## src/rtl/quad_emu_pkg.sv

```systemverilog
// Shared types and quadrature sequencing helpers for the encoder emulator.
// Forward order of {a,b} is 00 -> 10 -> 11 -> 01 -> 00; reverse walks it backwards.
package quad_emu_pkg;

    typedef enum logic {
        IDLE,
        RUN
    } fsm_state_t;

    localparam int MIN_PERIOD_DEFAULT = 2;

    function automatic logic [1:0] next_forward(input logic [1:0] ab);
        logic [1:0] result;
        result = 2'b00;
        case (ab)
            2'b00:   result = 2'b10;
            2'b10:   result = 2'b11;
            2'b11:   result = 2'b01;
            default: result = 2'b00;
        endcase
        return result;
    endfunction

    function automatic logic [1:0] next_reverse(input logic [1:0] ab);
        logic [1:0] result;
        result = 2'b00;
        case (ab)
            2'b00:   result = 2'b01;
            2'b01:   result = 2'b11;
            2'b11:   result = 2'b10;
            default: result = 2'b00;
        endcase
        return result;
    endfunction

endpackage

```

## src/rtl/edge_rate_timer.sv

```systemverilog
// Period down-counter: fires when it reaches 1 while running and reloads the
// clamped period sampled in that same cycle, so period changes apply at reload.
module edge_rate_timer #(
    parameter int PERIOD_WIDTH = 16,
    parameter int MIN_PERIOD   = 2
) (
    input  logic                    clk,
    input  logic                    reset,
    input  logic                    load,
    input  logic                    clear,
    input  logic                    run,
    input  logic [PERIOD_WIDTH-1:0] period,
    output logic                    fire
);

    logic [PERIOD_WIDTH-1:0] count;
    logic [PERIOD_WIDTH-1:0] period_clamped;

    assign period_clamped = (period != '0 && period < PERIOD_WIDTH'(MIN_PERIOD))
                            ? PERIOD_WIDTH'(MIN_PERIOD) : period;

    assign fire = run && (count == PERIOD_WIDTH'(1));

    always_ff @(posedge clk) begin
        if (reset || clear) begin
            count <= '0;
        end else if (load) begin
            count <= period_clamped;
        end else if (run) begin
            count <= fire ? period_clamped : count - PERIOD_WIDTH'(1);
        end
    end

endmodule

```

## src/rtl/quadrature_encoder_emulator.sv

```systemverilog
// Quadrature A/B/index generator driven by a commanded edge period and direction.
// Holds the run/idle FSM, channel state, signed position and per-revolution count.
module quadrature_encoder_emulator
    import quad_emu_pkg::*;
#(
    parameter int COUNTER_WIDTH  = 32,
    parameter int PERIOD_WIDTH   = 16,
    parameter int COUNTS_PER_REV = 4680,
    parameter int MIN_PERIOD     = MIN_PERIOD_DEFAULT
) (
    input  logic                     clk,
    input  logic                     reset,
    input  logic                     enable,
    input  logic                     direction,
    input  logic [PERIOD_WIDTH-1:0]  tick_period,
    input  logic                     step_req,
    input  logic                     load_position,
    input  logic [COUNTER_WIDTH-1:0] load_value,
    output logic                     encoder_a,
    output logic                     encoder_b,
    output logic                     state_change,
    output logic [COUNTER_WIDTH-1:0] position,
    output logic                     index,
    output logic                     busy
);

    localparam int REV_WIDTH = $clog2(COUNTS_PER_REV);

    fsm_state_t           state, next_state;
    logic                 go;
    logic                 timer_load, timer_clear, timer_run, timer_fire;
    logic                 step_edge, do_edge;
    logic [1:0]           ab, ab_next;
    logic [REV_WIDTH-1:0] rev_count, rev_next;
    logic [COUNTER_WIDTH-1:0] step_delta;

    edge_rate_timer #(
        .PERIOD_WIDTH(PERIOD_WIDTH),
        .MIN_PERIOD  (MIN_PERIOD)
    ) u_timer (
        .clk   (clk),
        .reset (reset),
        .load  (timer_load),
        .clear (timer_clear),
        .run   (timer_run),
        .period(tick_period),
        .fire  (timer_fire)
    );

    always_ff @(posedge clk) begin
        if (reset) begin
            state <= IDLE;
        end else begin
            state <= next_state;
        end
    end

    always_comb begin
        next_state  = state;
        timer_load  = 1'b0;
        timer_clear = 1'b0;
        timer_run   = 1'b0;
        step_edge   = 1'b0;
        go          = enable && (tick_period != '0);
        case (state)
            IDLE: begin
                step_edge = step_req;
                if (go) begin
                    next_state = RUN;
                    timer_load = 1'b1;
                end else begin
                    timer_clear = 1'b1;
                end
            end
            RUN: begin
                if (go) begin
                    timer_run = 1'b1;
                end else begin
                    next_state  = IDLE;
                    timer_clear = 1'b1;
                end
            end
            default: next_state = IDLE;
        endcase
        // A load in the same cycle swallows the edge; the timer still reloads.
        do_edge = (timer_fire || step_edge) && !load_position;
    end

    always_comb begin
        ab_next    = direction ? next_forward(ab) : next_reverse(ab);
        step_delta = direction ? COUNTER_WIDTH'(1) : {COUNTER_WIDTH{1'b1}};
        if (direction) begin
            rev_next = (rev_count == REV_WIDTH'(COUNTS_PER_REV - 1)) ? '0 : rev_count + REV_WIDTH'(1);
        end else begin
            rev_next = (rev_count == '0) ? REV_WIDTH'(COUNTS_PER_REV - 1) : rev_count - REV_WIDTH'(1);
        end
    end

    always_ff @(posedge clk) begin
        if (reset) begin
            ab           <= 2'b00;
            position     <= '0;
            rev_count    <= '0;
            index        <= 1'b1;
            state_change <= 1'b0;
        end else begin
            state_change <= do_edge;
            if (load_position) begin
                position  <= load_value;
                rev_count <= '0;
                index     <= (ab == 2'b00);
            end else if (do_edge) begin
                ab        <= ab_next;
                position  <= position + step_delta;
                rev_count <= rev_next;
                index     <= (rev_next == '0) && (ab_next == 2'b00);
            end
        end
    end

    assign encoder_a = ab[1];
    assign encoder_b = ab[0];
    assign busy      = (state == RUN);

endmodule

```

## config.mk

```make
export PLATFORM = sky130hd
export DESIGN_NAME = quadrature_encoder_emulator
export DESIGN_NICKNAME = d
export VERILOG_FILES = /design/src/rtl/quad_emu_pkg.sv /design/src/rtl/edge_rate_timer.sv /design/src/rtl/quadrature_encoder_emulator.sv
export SDC_FILE = /design/constraint.sdc
export NUM_CORES = 1
export LEC_CHECK = 0
export CAP_MARGIN = 20
export CORE_ASPECT_RATIO = 0.5
export CORE_UTILIZATION = 41
export DETAILED_ROUTE_END_ITERATION = 10
export GPL_TIMING_DRIVEN = 0
export PLACE_DENSITY = 0.67
export SLEW_MARGIN = 10
export SYNTH_ARGS = -nofsm -noshare
export SYNTH_HDL_FRONTEND = slang
export SYNTH_HIERARCHICAL = 1
export SYNTH_SLANG_ARGS = --single-unit
```

## constraint.sdc

```tcl
create_clock -name clk -period 6.1 [get_ports clk]
set_input_delay 1.525 -clock clk [delete_from_list [all_inputs] [get_ports clk]]
set_output_delay 1.525 -clock clk [all_outputs]
set_load 0.005 [all_outputs]
```

==> impl_metrics.yaml <==
run_status:
  status: "finished, violations left"
  violations: "DRC"
sta:
  timing.clock.skew_ps: 7.93
  whs_ps: 507
  finalSetupViolations: 0
  fin_setup_tns_ps: 0
  worst-slew-pin-transition_ps: 813
  hold_viol_final: 0
  fin_crit_ps: 5120
  drv_slew: 0
  post-route-period-util_pct: 83.9
  clock.fmax_mhz: 195
  max_slew_margin_pct: 45.8
  rsz0062_at_grt: "false"
clock_tree:
  post_cts_buffers: 0
  path_clk_slew_ps: 60
  postCtsHoldBufs: 0
  cts.sinks: 66
  htree_levels: 3
  cts-root-buf: "clkbuf_16"
  clockBufferDepth: 2
  cts_made_buffers: 9
  cts_resized: 0
  tritoncts: "built"
  clk_latency_ps: 340
power:
  peakVddDrop_mv: 0.114
  leakage_uw: 0.00271
  powerDensity_mw_per_mm2: 224
synthesis:
  yosys_warnings: 6
  synthFlopType: "dfxtp_1"
  synthCells: 738
  netlist_area_sq_mm: 0.00551
  yosysSeqAreaShare_pct: 24.0
  synth.avg_cell_area_sq_um: 7.46
  synth_cell_types: 81
  synthArstFlopShare_pct: 0
  synth_edf_count: 0
  syn-num-nets: 827
  synth_seq_cells: 66
layout:
  drive_gt1_share_pct: 5.82
  layout_commonest_cell: "nor2_1"
  antenna-diode-count: 0
  syn_to_final_growth_pct: 25.2
  multi_input_area_sq_mm: 0.00391
  regArea_sq_mm: 0.00132
  layout_common_cells: "nor2_1 (94), clkdlybuf4s50_1 (89), a21oi_1 (79), dfxtp_1 (66), nand2_1 (59)"
  fin_cells: 1012
  fin_nets: 927
  nFillCells: 1261
grt:
  grt_max_degree: 37
  grt_pass1_wl_microns: 28100
  grtUsageTotal_pct: 25.2
  grt_pass1_vias: 5558
  antenna_found_initial: 0
  gr-total-overflow: 0
drt:
  route.detailed.drc: 2
  viasPerCell: 5.97
  drt-initial-drc-count: 573
  drt-pass1-iter-count: 8
  vias: 6044
  wl_per_cell_microns: 17.3
  wl_microns: 17500
  final_antenna_net_count: 0
job:
  maxCapViolCount: 0
critical_path:
  reg2reg_from: "busy$_SDFF_PP0_"
  crit_path_start_kind: "primary input"
  critical_path_class: "primary input to flip-flop"
  critPathLaunch: "tick_period[15]"
  cp.arrival_ps: 5360
  cp-end-kind: "flip-flop"
  crit_path_max_fanout: 10
  required_ps: 6340
worst_hold_path:
  min_from: "u_timer/count[1]$_SDFFE_PP0P_"
  hold_class: "flip-flop to flip-flop"
place:
  placed_cells: 997
  gp_congestion: 0.903
  port_buffers: 89
  place_hpwl_microns: 12600
floorplan:
  rows: 29
  fp.dieW_microns: 166
  num_io_pins: 91
  die_y_microns: 84.0
  dieArea_sq_mm: 0.0139
  fp.coreArea_sq_mm: 0.0129
  initial_core_util_pct: 42.8
==> metrics by stage <==
stage          cell area (sq um)  utilization (%)  total power (uW)  setup WS [ps]
2_1_floorplan               5510                -               842           1320
3_3_place_gp                6610             51.3              1010            495
3_5_place_dp                6610             51.3              1010            711
4_1_cts                     6900             53.6              1540           1040
5_1_grt                     6900             53.6              1620            672
6_report                    6900             53.6              1540            982
==> where the power goes <==
group | switching, uW | internal [uW] | leakage, uW | total, uW
clock network | 204 | 325 | 0.000142 | 528
registers | 30.9 | 461 | 0.000543 | 492
logic | 284 | 238 | 0.00203 | 522
==> Yosys cell counts, drive strengths merged (6+ instances only) <==
| cell type | n | area share [%] |
|---|---|---|
| a2111oi | 6 | 0.98 |
| ha | 34 | 7.7 |
| a22oi | 9 | 1.2 |
| o211ai | 6 | 0.91 |
| or3 | 11 | 1.2 |
| o21ai | 34 | 3.2 |
| nor4b | 7 | 1.2 |
| a31oi | 13 | 1.6 |
| a21oi | 81 | 7.5 |
| nand3 | 24 | 2.3 |
| inv | 20 | 1.4 |
| a21o | 26 | 3.5 |
| nand2 | 59 | 4.0 |
| xnor2 | 18 | 2.9 |
| dfxtp | 66 | 24 |
| clkbuf | 30 | 2.0 |
| buf | 15 | 1.6 |
| and4 | 6 | 0.95 |
| nor4 | 14 | 2.2 |
| a221oi | 10 | 1.8 |
| or2 | 7 | 0.80 |
| nand4 | 11 | 1.2 |
| xor2 | 12 | 1.9 |
| and3 | 6 | 0.68 |
| a211oi | 19 | 2.8 |
| mux2i | 8 | 1.5 |
| nor2 | 95 | 6.5 |
| nor3 | 22 | 2.1 |
==> flip-flops by register name, summed over array words and instances, names as in the netlist <==
signal         flops
busy               1
rev_count         13
ab                 2
index              1
u_timer/count     16
state_change       1
position          32
==> worst max-delay path: stages <==
cell and delay, ps:
clkdlybuf4s50_1 540, nor4_1 80, nand4_1 130, nand2_1 120, nor2_1 320, nor4bb_1 420, and4_1 260, buf_6 140
a21o_1 210, clkbuf_1 540, clkbuf_1 680, nand2_1 120, a221oi_1 270
==> worst paths after layout <==
kind	cells after the start	slack, ps	to
setup / recovery	13	980	position[25]$_SDFFE_PP0P_
hold / removal	2	510	u_timer/count[1]$_SDFFE_PP0P_
setup reg to reg	10	2620	position[25]$_SDFFE_PP0P_
hold reg to reg	2	510	u_timer/count[1]$_SDFFE_PP0P_
==> cell type report <==
| class | count | share of cell area [%] |
|---|---|---|
| flip-flops and latches | 66 | 19.2 |
| plain buffers | 45 | 2.94 |
| repair buffers | 89 | 12.9 |
| clock buffers | 12 | 3.57 |
| inverters | 20 | 1.09 |
| well taps | 170 | 3.08 |
| clock inverters | 3 | 0.580 |
| multi-input cells | 607 | 56.7 |
==> per-layer routing <==
layer,vias up,track usage (%),routed length [microns],part of all wire [%]
met4,0,6.54,214,1.2
met5,-,0,0,0
met3,22,4.79,1250,7.1
li1,2952,-,-,-
met2,250,39.1,7650,44
met1,2820,35.5,8360,48
==> cells by family after synthesis <==
kind of cell,Yosys count,share of synthesized area (%)
xor gates and xnor gates,30,4.77
muxes,9,1.66
buffers and inverters,65,5.04
and+or+nand+nor,293,27.5
DFF,66,24.0
adders and majority gates,35,8.09
AOI/OAI and AO/OA,240,28.9
No activity file was read; power rests on OpenSTA's default activity.
